$ cat config.mk
export PLATFORM = sky130hd
export DESIGN_NAME = ow_cmd_master_flat
export DESIGN_NICKNAME = d
export VERILOG_FILES = /design/src/rtl/ow_cmd_master_if.sv /design/src/rtl/ow_cmd_master.sv /design/src/flat_wrapper.sv
export SDC_FILE = /design/constraint.sdc
export NUM_CORES = 1
export LEC_CHECK = 0
export CAP_MARGIN = 20
export CORE_AREA = 2 2 81 83
export CTS_CLUSTER_DIAMETER = 80
export DETAILED_ROUTE_END_ITERATION = 8
export DIE_AREA = 0 0 83 85
export GPL_TIMING_DRIVEN = 1
export HOLD_SLACK_MARGIN = 0.05
export PLACE_DENSITY_LB_ADDON = 0.3
export SKIP_CTS_REPAIR_TIMING = 1
export SLEW_MARGIN = 10
export SYNTH_ARGS = -nofsm -noshare
export SYNTH_HDL_FRONTEND = slang
export SYNTH_SLANG_ARGS = --single-unit
$ cat constraint.sdc
create_clock -name CLK -period 3 [get_ports CLK]
set_input_delay 0.6 -clock CLK [delete_from_list [all_inputs] [get_ports CLK]]
set_output_delay 0.6 -clock CLK [all_outputs]
set_load 0.1 [all_outputs]
$ cat src/rtl/ow_cmd_master_if.sv
// Command/response and 1-Wire pad bundle between an SPI front end and ow_cmd_master.
`default_nettype none

interface ow_cmd_master_if;
  logic [15:0] CMD;
  logic        CMD_VALID;
  logic        OW_IN;
  logic        OW_PULL;
  logic [7:0]  RESP;
  logic        BUSY;
  logic        DONE;

  modport master (
    output CMD, CMD_VALID, OW_IN,
    input  OW_PULL, RESP, BUSY, DONE
  );

  modport slave (
    input  CMD, CMD_VALID, OW_IN,
    output OW_PULL, RESP, BUSY, DONE
  );
endinterface

`default_nettype wire

$ cat src/rtl/ow_cmd_master.sv
// ow_cmd_master: 1-Wire reset/write/read/status engine driven by 16-bit commands.
// Optional Dallas CRC-8 accumulator and opcodes 0x04/0x05 enabled by macro OW_CRC8_EN.
`default_nettype none

module ow_cmd_master #(
  parameter int CLK_DIV_US = 50
) (
  input  logic          CLK,
  input  logic          RST,
  ow_cmd_master_if.slave bus
);

  typedef enum logic [2:0] {
    IDLE      = 3'd0,
    RST_LOW   = 3'd1,
    RST_WAIT  = 3'd2,
    SLOT_LOW  = 3'd3,
    SLOT_HOLD = 3'd4,
    SLOT_REC  = 3'd5
  } state_t;

  localparam logic [7:0] PRSC_MAX       = 8'(CLK_DIV_US - 1);
  localparam logic [9:0] RST_PHASE_LAST = 10'd479;
  localparam logic [9:0] PRES_SAMPLE_US = 10'd69;
  localparam logic [9:0] LOW_SHORT_LAST = 10'd5;
  localparam logic [9:0] LOW_LONG_LAST  = 10'd59;
  localparam logic [9:0] HOLD_RD_LAST   = 10'd8;
  localparam logic [9:0] REC_RD_LAST    = 10'd54;
  localparam logic [9:0] REC_W1_LAST    = 10'd63;
  localparam logic [9:0] REC_W0_LAST    = 10'd9;

  localparam logic [7:0] OP_STATUS  = 8'h00;
  localparam logic [7:0] OP_RESET   = 8'h01;
  localparam logic [7:0] OP_WRITE   = 8'h02;
  localparam logic [7:0] OP_READ    = 8'h03;
`ifdef OW_CRC8_EN
  localparam logic [7:0] OP_CRC_RD  = 8'h04;
  localparam logic [7:0] OP_CRC_CLR = 8'h05;
`endif

  state_t      state_q;
  logic [1:0]  sync_q;
  logic [7:0]  prsc_q;
  logic [9:0]  us_q;
  logic [2:0]  bit_q;
  logic [7:0]  op_q;
  logic [7:0]  data_q;
  logic [7:0]  shift_q;
  logic        pull_q;
  logic        busy_q;
  logic        done_q;
  logic [7:0]  resp_q;
  logic        ovr_q;
  logic        pres_q;
`ifdef OW_CRC8_EN
  logic [7:0]  crc_q;

  function automatic logic [7:0] crc_bit(input logic [7:0] crc, input logic b);
    logic fb;
    fb = crc[0] ^ b;
    crc_bit = {1'b0, crc[7:1]} ^ (fb ? 8'h8C : 8'h00);
  endfunction
`endif

  logic       tick;
  logic       ow_s;
  logic       is_read;
  logic [9:0] lim_us;

  assign tick    = (prsc_q == PRSC_MAX);
  assign ow_s    = sync_q[1];
  assign is_read = (op_q == OP_READ);

  // Last microsecond index of the current phase; shift_q[0] is the bit being written.
  always_comb begin
    lim_us = '0;
    case (state_q)
      RST_LOW, RST_WAIT: lim_us = RST_PHASE_LAST;
      SLOT_LOW:  lim_us = (is_read || shift_q[0]) ? LOW_SHORT_LAST : LOW_LONG_LAST;
      SLOT_HOLD: lim_us = HOLD_RD_LAST;
      SLOT_REC:  lim_us = is_read ? REC_RD_LAST : (shift_q[0] ? REC_W1_LAST : REC_W0_LAST);
      default:   lim_us = '0;
    endcase
  end

  always_ff @(posedge CLK) begin
    if (RST) begin
      state_q <= IDLE;
      sync_q  <= '0;
      prsc_q  <= '0;
      us_q    <= '0;
      bit_q   <= '0;
      op_q    <= '0;
      data_q  <= '0;
      shift_q <= '0;
      pull_q  <= 1'b0;
      busy_q  <= 1'b0;
      done_q  <= 1'b0;
      resp_q  <= '0;
      ovr_q   <= 1'b0;
      pres_q  <= 1'b0;
`ifdef OW_CRC8_EN
      crc_q   <= '0;
`endif
    end else begin
      sync_q <= {sync_q[0], bus.OW_IN};
      done_q <= 1'b0;
      if (state_q == IDLE) begin
        prsc_q <= '0;
        us_q   <= '0;
        // The DONE cycle still counts as part of the finishing command.
        if (bus.CMD_VALID && !done_q) begin
          op_q    <= bus.CMD[15:8];
          data_q  <= bus.CMD[7:0];
          shift_q <= bus.CMD[7:0];
          bit_q   <= '0;
          case (bus.CMD[15:8])
            OP_RESET: begin
              state_q <= RST_LOW;
              pull_q  <= 1'b1;
              busy_q  <= 1'b1;
            end
            OP_WRITE, OP_READ: begin
              state_q <= SLOT_LOW;
              pull_q  <= 1'b1;
              busy_q  <= 1'b1;
            end
            OP_STATUS: begin
              resp_q <= {ovr_q, 6'b0, pres_q};
              ovr_q  <= 1'b0;
              done_q <= 1'b1;
            end
`ifdef OW_CRC8_EN
            OP_CRC_RD: begin
              resp_q <= crc_q;
              done_q <= 1'b1;
            end
            OP_CRC_CLR: begin
              crc_q  <= '0;
              resp_q <= '0;
              done_q <= 1'b1;
            end
`endif
            default: begin
              resp_q <= 8'hFF;
              done_q <= 1'b1;
            end
          endcase
        end else if (bus.CMD_VALID) begin
          ovr_q <= 1'b1;
        end
      end else begin
        if (bus.CMD_VALID) ovr_q <= 1'b1;
        if (!tick) begin
          prsc_q <= prsc_q + 8'd1;
        end else begin
          prsc_q <= '0;
          us_q   <= (us_q == lim_us) ? 10'd0 : us_q + 10'd1;
          if (state_q == RST_WAIT && us_q == PRES_SAMPLE_US) pres_q <= ~ow_s;
          if (us_q == lim_us) begin
            case (state_q)
              RST_LOW: begin
                state_q <= RST_WAIT;
                pull_q  <= 1'b0;
              end
              RST_WAIT: begin
                state_q <= IDLE;
                busy_q  <= 1'b0;
                done_q  <= 1'b1;
                resp_q  <= {7'b0, pres_q};
              end
              SLOT_LOW: begin
                pull_q  <= 1'b0;
                state_q <= is_read ? SLOT_HOLD : SLOT_REC;
              end
              SLOT_HOLD: begin
                shift_q <= {ow_s, shift_q[7:1]};
`ifdef OW_CRC8_EN
                crc_q   <= crc_bit(crc_q, ow_s);
`endif
                state_q <= SLOT_REC;
              end
              SLOT_REC: begin
                bit_q <= bit_q + 3'd1;
                if (!is_read) begin
                  shift_q <= {1'b0, shift_q[7:1]};
`ifdef OW_CRC8_EN
                  crc_q   <= crc_bit(crc_q, shift_q[0]);
`endif
                end
                if (bit_q == 3'd7) begin
                  state_q <= IDLE;
                  busy_q  <= 1'b0;
                  done_q  <= 1'b1;
                  resp_q  <= is_read ? shift_q : data_q;
                end else begin
                  state_q <= SLOT_LOW;
                  pull_q  <= 1'b1;
                end
              end
              default: state_q <= IDLE;
            endcase
          end
        end
      end
    end
  end

  assign bus.OW_PULL = pull_q;
  assign bus.RESP    = resp_q;
  assign bus.BUSY    = busy_q;
  assign bus.DONE    = done_q;

endmodule

`default_nettype wire

$ cat src/flat_wrapper.sv
// flat-port wrapper written by rule: the top's interface ports become plain ports
module ow_cmd_master_flat 
#(
  parameter int CLK_DIV_US = 50
)
  (CLK, RST, bus_CMD, bus_CMD_VALID, bus_OW_IN, bus_OW_PULL, bus_RESP, bus_BUSY, bus_DONE);
  ow_cmd_master_if bus_i ();
  input  logic CLK;
  input  logic RST;
  input wire logic [$bits(bus_i.CMD)-1:0] bus_CMD;
  input wire logic [$bits(bus_i.CMD_VALID)-1:0] bus_CMD_VALID;
  input wire logic [$bits(bus_i.OW_IN)-1:0] bus_OW_IN;
  output wire logic [$bits(bus_i.OW_PULL)-1:0] bus_OW_PULL;
  output wire logic [$bits(bus_i.RESP)-1:0] bus_RESP;
  output wire logic [$bits(bus_i.BUSY)-1:0] bus_BUSY;
  output wire logic [$bits(bus_i.DONE)-1:0] bus_DONE;
  assign bus_i.CMD = bus_CMD;
  assign bus_i.CMD_VALID = bus_CMD_VALID;
  assign bus_i.OW_IN = bus_OW_IN;
  assign bus_OW_PULL = bus_i.OW_PULL;
  assign bus_RESP = bus_i.RESP;
  assign bus_BUSY = bus_i.BUSY;
  assign bus_DONE = bus_i.DONE;
  ow_cmd_master #(.CLK_DIV_US(CLK_DIV_US)) u_core (.CLK(CLK), .RST(RST), .bus(bus_i));
endmodule
* Yosys cells after proc, flatten, opt, wreduce, memory -nomap -nowiden
Cells that the tools add are included.
Cells by class: mux-type cells 55, bitwise operators 2, reductions and logical operators 26, equality and inequality tests 21, $add $sub $neg 3
Operators with widths (count):
- $mux W8 | 11
- $pmux W8 S2 | 3
- $pmux W10 S4 | 1
- $mux W3 | 9
- $eq A8 B2 Y1 const B | 3
- $mux W1 | 21
- $mux W10 | 2
- $reduce_and A6 Y1 | 3
- $mux W6 | 2
- $pmux W3 S4 | 1
- $add A10 B1 Y10 const B | 1
- $eq A10 B10 Y1 | 1
- $eq A10 B7 Y1 const B | 1
- $eq A3 B3 Y1 const B | 3
- $ne A3 B3 Y1 const B | 3
- $reduce_bool A3 Y1 | 3
- $add A8 B1 Y8 const B | 1
- $eq A8 B1 Y1 const B | 1
- $eq A8 B6 Y1 const B | 1
- $logic_not A8 Y1 | 1
- $reduce_and A4 Y1 | 2
- $reduce_or A2 Y1 | 4
- $eq A3 B2 Y1 const B | 2
- $ne A2 B2 Y1 const B | 3
- other kinds (17) | 24
Word-level totals: flip-flop bits (word level) 63, word-level logic and storage cells 121, output and inout bits 11, input port bits 20

* Depth between registers and ports, before layout
depth after elaboration 8, gate-level depth with buffers 11, depth with buffers taken out 9

* Least setup slack after synthesis
No wires, ideal clock.
kind reg2reg, start point register u_core.op_q[3], end point register u_core.bit_q[0], period minus slack after synthesis 2.500 ns, data arrival time 2.379 ns, setup slack 0.500 ns, path buffers 0, stages on the path, launching flop included 8, data required time 2.880 ns, setup time 0.120 ns, cells stage by stage dfxtp_1 or4_1 o21ai_1 mux2_2 and3_1 nor3_1 a2111oi_0 a211o_2
Between the ends: longest elaborated chain between the ends 7, elaborated cells on any way between the ends 8, those cells by class 2 x eq/ne; 3 x mux; 3 x reduce/logical
RTL lines:
- start, declared | RTL line ow_cmd_master.sv:46 | logic [7:0] op_q;
- start signal, assigned | RTL line ow_cmd_master.sv:113 | op_q <= bus.CMD[15:8];
- $eq A8 B2 Y1 * | RTL line ow_cmd_master.sv:72 | assign is_read = (op_q == OP_READ);
- $logic_or A1 B1 Y1 | RTL line ow_cmd_master.sv:79 | SLOT_LOW: lim_us = (is_read || shift_q[0]) ? LOW_SHORT_LAST : LOW_LONG_LAST;
- $mux W6 | RTL line ow_cmd_master.sv:79
- $pmux W10 S4 * | RTL line ow_cmd_master.sv:77 | case (state_q)
- $eq A10 B10 Y1 * | RTL line ow_cmd_master.sv:160 | if (us_q == lim_us) begin
- $reduce_bool A2 Y1 (no line) *
- $reduce_and A4 Y1 (no line) *
- end signal, assigned | RTL line ow_cmd_master.sv:184 | bit_q <= bit_q + 3'd1;
- end, declared | RTL line ow_cmd_master.sv:45 | logic [2:0] bit_q;
Every way passes the cells marked *; elsewhere a longest branch is shown, timed or not. A chain may end at the register's enable or synchronous reset.

* Worst setup path after layout
start point register u_core.op_q[3], end point register u_core.bit_q[1]
Same word-level chain as after synthesis.

==> results.toml <==
[clock_network]
root_buffer = "clkbuf_8"
clock_path_buffers = 2
cts_tree = "yes"
clock_sinks = 63
clk_latency_ns = 0.36
clock_tree.htree_level_count = 3
tritoncts.num_buffers = 9
clk_transition_reported_paths_ns = 0.08

[critical_path]
critical-path-max-stage-delay_ns = 0.62
critPathKind = "reg2reg"
timing.critical_path.fanout_max = 6
cp.buffers_inverters = 0
critical_path_arrival_ns = 3.08
critPathCaptureType = "flip-flop"
crit_required_ns = 3.30
worst_path_dominant_cell_family = "simple AND/OR/NAND/NOR gates"
critical_path.cell_chain = "or4_1 -> o21ai_1 -> mux2_2 -> and3_1 -> or3_4 -> nor4_4 -> a211o_2"
critPathSlowestCell = "or4_1"
worst_setup_path_start_kind = "flip-flop"

[global_route]
overflow = 0
global_route.usage.total_pct = 26.0
grt_first_pass_wirelength_um = 14800
global_route.usage.met2_pct = 42.7
grt.busiest_layer = "met2"
first_global_vias = 3074
met3_track_demand_over_resource_in_global_routing_pct = 6.03
global_route.usage.met1_pct = 33.3
maximum_number_of_pins_on_one_net_before_global_route_repair = 39
initial_antenna_violation_count = 0

[flow_run]
cap_violations = 0

[synthesis]
synth_top_area_cell = "dfxtp_1"
mappedNetlistNets = 446
postSynthCellCount = 420
yosys.cell_types.count = 63
synth_warnings = 0
seq_cells_post_synth = 63
ys_top_cells_by_area = "dfxtp_1 36%, a21oi_1 7.5%, nand2_1 5.0%, a311oi_1 4.1%, nor2_1 3.6%"
synth_area_per_cell_um2 = 8.24
dominantRegCellSynth = "dfxtp_1"
synth_largest_type_area_fraction_pct = 36.5
syn_area_um2 = 3460
async_flop_share_pct = 0
synth-edff-count = 0
ys_seq_area_share_pct = 36.5

[route]
wirelength_um = 8910
detail_route.wl_per_cell_um = 16.7
ant_nets = 0
vias_per_cell = 6.09
drt_first_iter_violations = 316
drt_drc_violations_left = 0
firstDrtPassIters = 5
dr_total_vias = 3240

[cells_and_area]
drive_above_1_share_pct = 15.6
stdcell_count = 532
num_antenna_cells = 0
area_growth_pct = 17.8
final_nets = 476

[sta]
drv_slew = 0
clock-skew-final_ns = 0.0104
tns_setup_ns = 0
final.period_utilization_pct = 92.4
worst_slew_pin_slew_ns = 0.751
grt_setup_unrepaired = "no"
relSlewSlack_pct = 49.5
maxClockFrequency_ghz = 0.361
finalSetupViolations = 0
finalHoldViolations = 0
layout_min_cycle_time_ns = 2.77

[die]
initial_standard_cell_utilization_of_the_core_pct = 55.8
top_level_ports = 31
fp.dieH_um = 85
die-area_um2 = 7060
placementRows = 29
placeableCoreArea_um2 = 6200
die_width_um = 83

[power]
irDropWorstVdd_mv = 0.401
p_leak_nw = 1.51
power_density_nw_per_um2 = 492

[outcome]
result_of_the_run = "completed"

[place]
place.port_buffers = 30
dp.cells = 515
dp.final_hpwl_um = 6290
finalWeightedCongestion = 0.969

[min_path]
hold_path.class = "reg2reg"
-- flip-flops by register name, summed over array words and instances, names as in the netlist, named ones only --
| signal | cells |
|---|---|
| u_core.shift_q | 8 |
| u_core.pres_q | 1 |
| u_core.prsc_q | 8 |
| u_core.sync_q | 2 |
| u_core.bus.DONE | 1 |
| u_core.state_q | 3 |
| u_core.bus.BUSY | 1 |
| u_core.bus.RESP | 8 |
| u_core.bus.OW_PULL | 1 |
| u_core.us_q | 10 |
| u_core.bit_q | 3 |
| u_core.op_q | 8 |
| u_core.data_q | 8 |
-- placed cells by master, fill, tap and decap left out, types with 5 or more instances in the layout --
cell,synthesis,final
a21oi_1,52,51
xor2_1,8,8
nand3_1,11,11
ha_1,6,6
nor2b_1,5,5
inv_1,11,11
dfxtp_1,63,63
clkbuf_8,0,9
xnor2_1,7,7
nor3_1,14,13
nand2_1,46,46
mux2_2,7,7
nand4_1,5,5
and2_1,6,6
mux2i_1,8,8
buf_4,1,30
a311oi_1,16,16
o21ai_0,15,15
nor2_1,33,33
clkdlybuf4s50_1,0,18
-- final cells by class --
cell class | instances | area [um^2]
multi-input cells | 316 | 2040
repair buffers | 49 | 410
clock inverters | 7 | 104
clock buffers | 9 | 124
inverters | 11 | 41.3
well taps | 77 | 96.3
flip-flops and latches | 63 | 1260
fillers | 529 | 2130
-- through the flow --
stage	hold WS [ns]	setup slack [ns]	total power, W	util [%]	instance area, um^2
3_5_place_dp	0.434	0.134	0.00117	61.6	3820
3_3_place_gp	0.423	0.162	0.00116	61.6	3820
5_1_grt	0.453	0.0787	0.00207	65.7	4080
6_report	0.440	0.227	0.00201	65.7	4080
4_1_cts	0.442	0.121	0.00202	65.3	4050
2_1_floorplan	0.414	0.500	0.00109	-	3460
-- final timing paths --
kind                          from          endpoint  slack (ns)  cells past startpoint
setup / recovery    u_core.op_q[3]   u_core.bit_q[1]        0.23                      7
hold / removal    u_core.sync_q[0]  u_core.sync_q[1]        0.44                      1
setup reg to reg    u_core.op_q[3]   u_core.bit_q[1]        0.23                      7
hold reg to reg   u_core.sync_q[0]  u_core.sync_q[1]        0.44                      1
-- synthesized netlist by cell type (2+ instances only) --
cell      number
a311oi_1      16
nand2b_1       4
a22oi_1        2
clkbuf_1      13
a211o_1        2
o21ai_1        3
ha_1           6
nand3_1       11
inv_1         11
nand2_1       46
buf_1          5
dfxtp_1       63
mux2i_1        8
o31ai_1        4
a211o_2        2
o21a_1         4
o32ai_1        2
or3_1          4
nand4_1        5
nor4b_1        2
o22ai_1        3
nor3b_1        4
nor3_1        14
nor4_2         2
nand3b_1       4
xnor2_1        7
o21ai_0       15
a211oi_1       4
and2_1         6
or4_1          2
mux2_2         7
and3_1         3
buf_2         11
nor2_1        33
nor4_4         2
a21oi_1       52
xor2_1         8
nor2b_1        5
-- logic make-up after synthesis --
kind of cell / share of synthesized area, %
simple gates: 23.8
compound gates: 23.9
flops: 36.5
buf+inv: 5.28
xor+xnor: 3.80
mux: 4.59
fa+ha+maj: 2.17
-- power breakdown --
| part | switching [W] | internal, W |
|---|---|---|
| clock | 0.000379 | 0.000477 |
| combinational | 0.000165 | 0.0000863 |
| sequential | 0.0000270 | 0.000871 |
-- layer usage --
metal	wire [um]	vias to the layer above	share of wire [%]
met2	4300	118	48
met5	0	-	0
li1	-	1595	-
met1	3960	1508	45
met4	158	0	1.8
met3	480	19	5.4
Note: power is estimated with default switching activity, not from simulation.
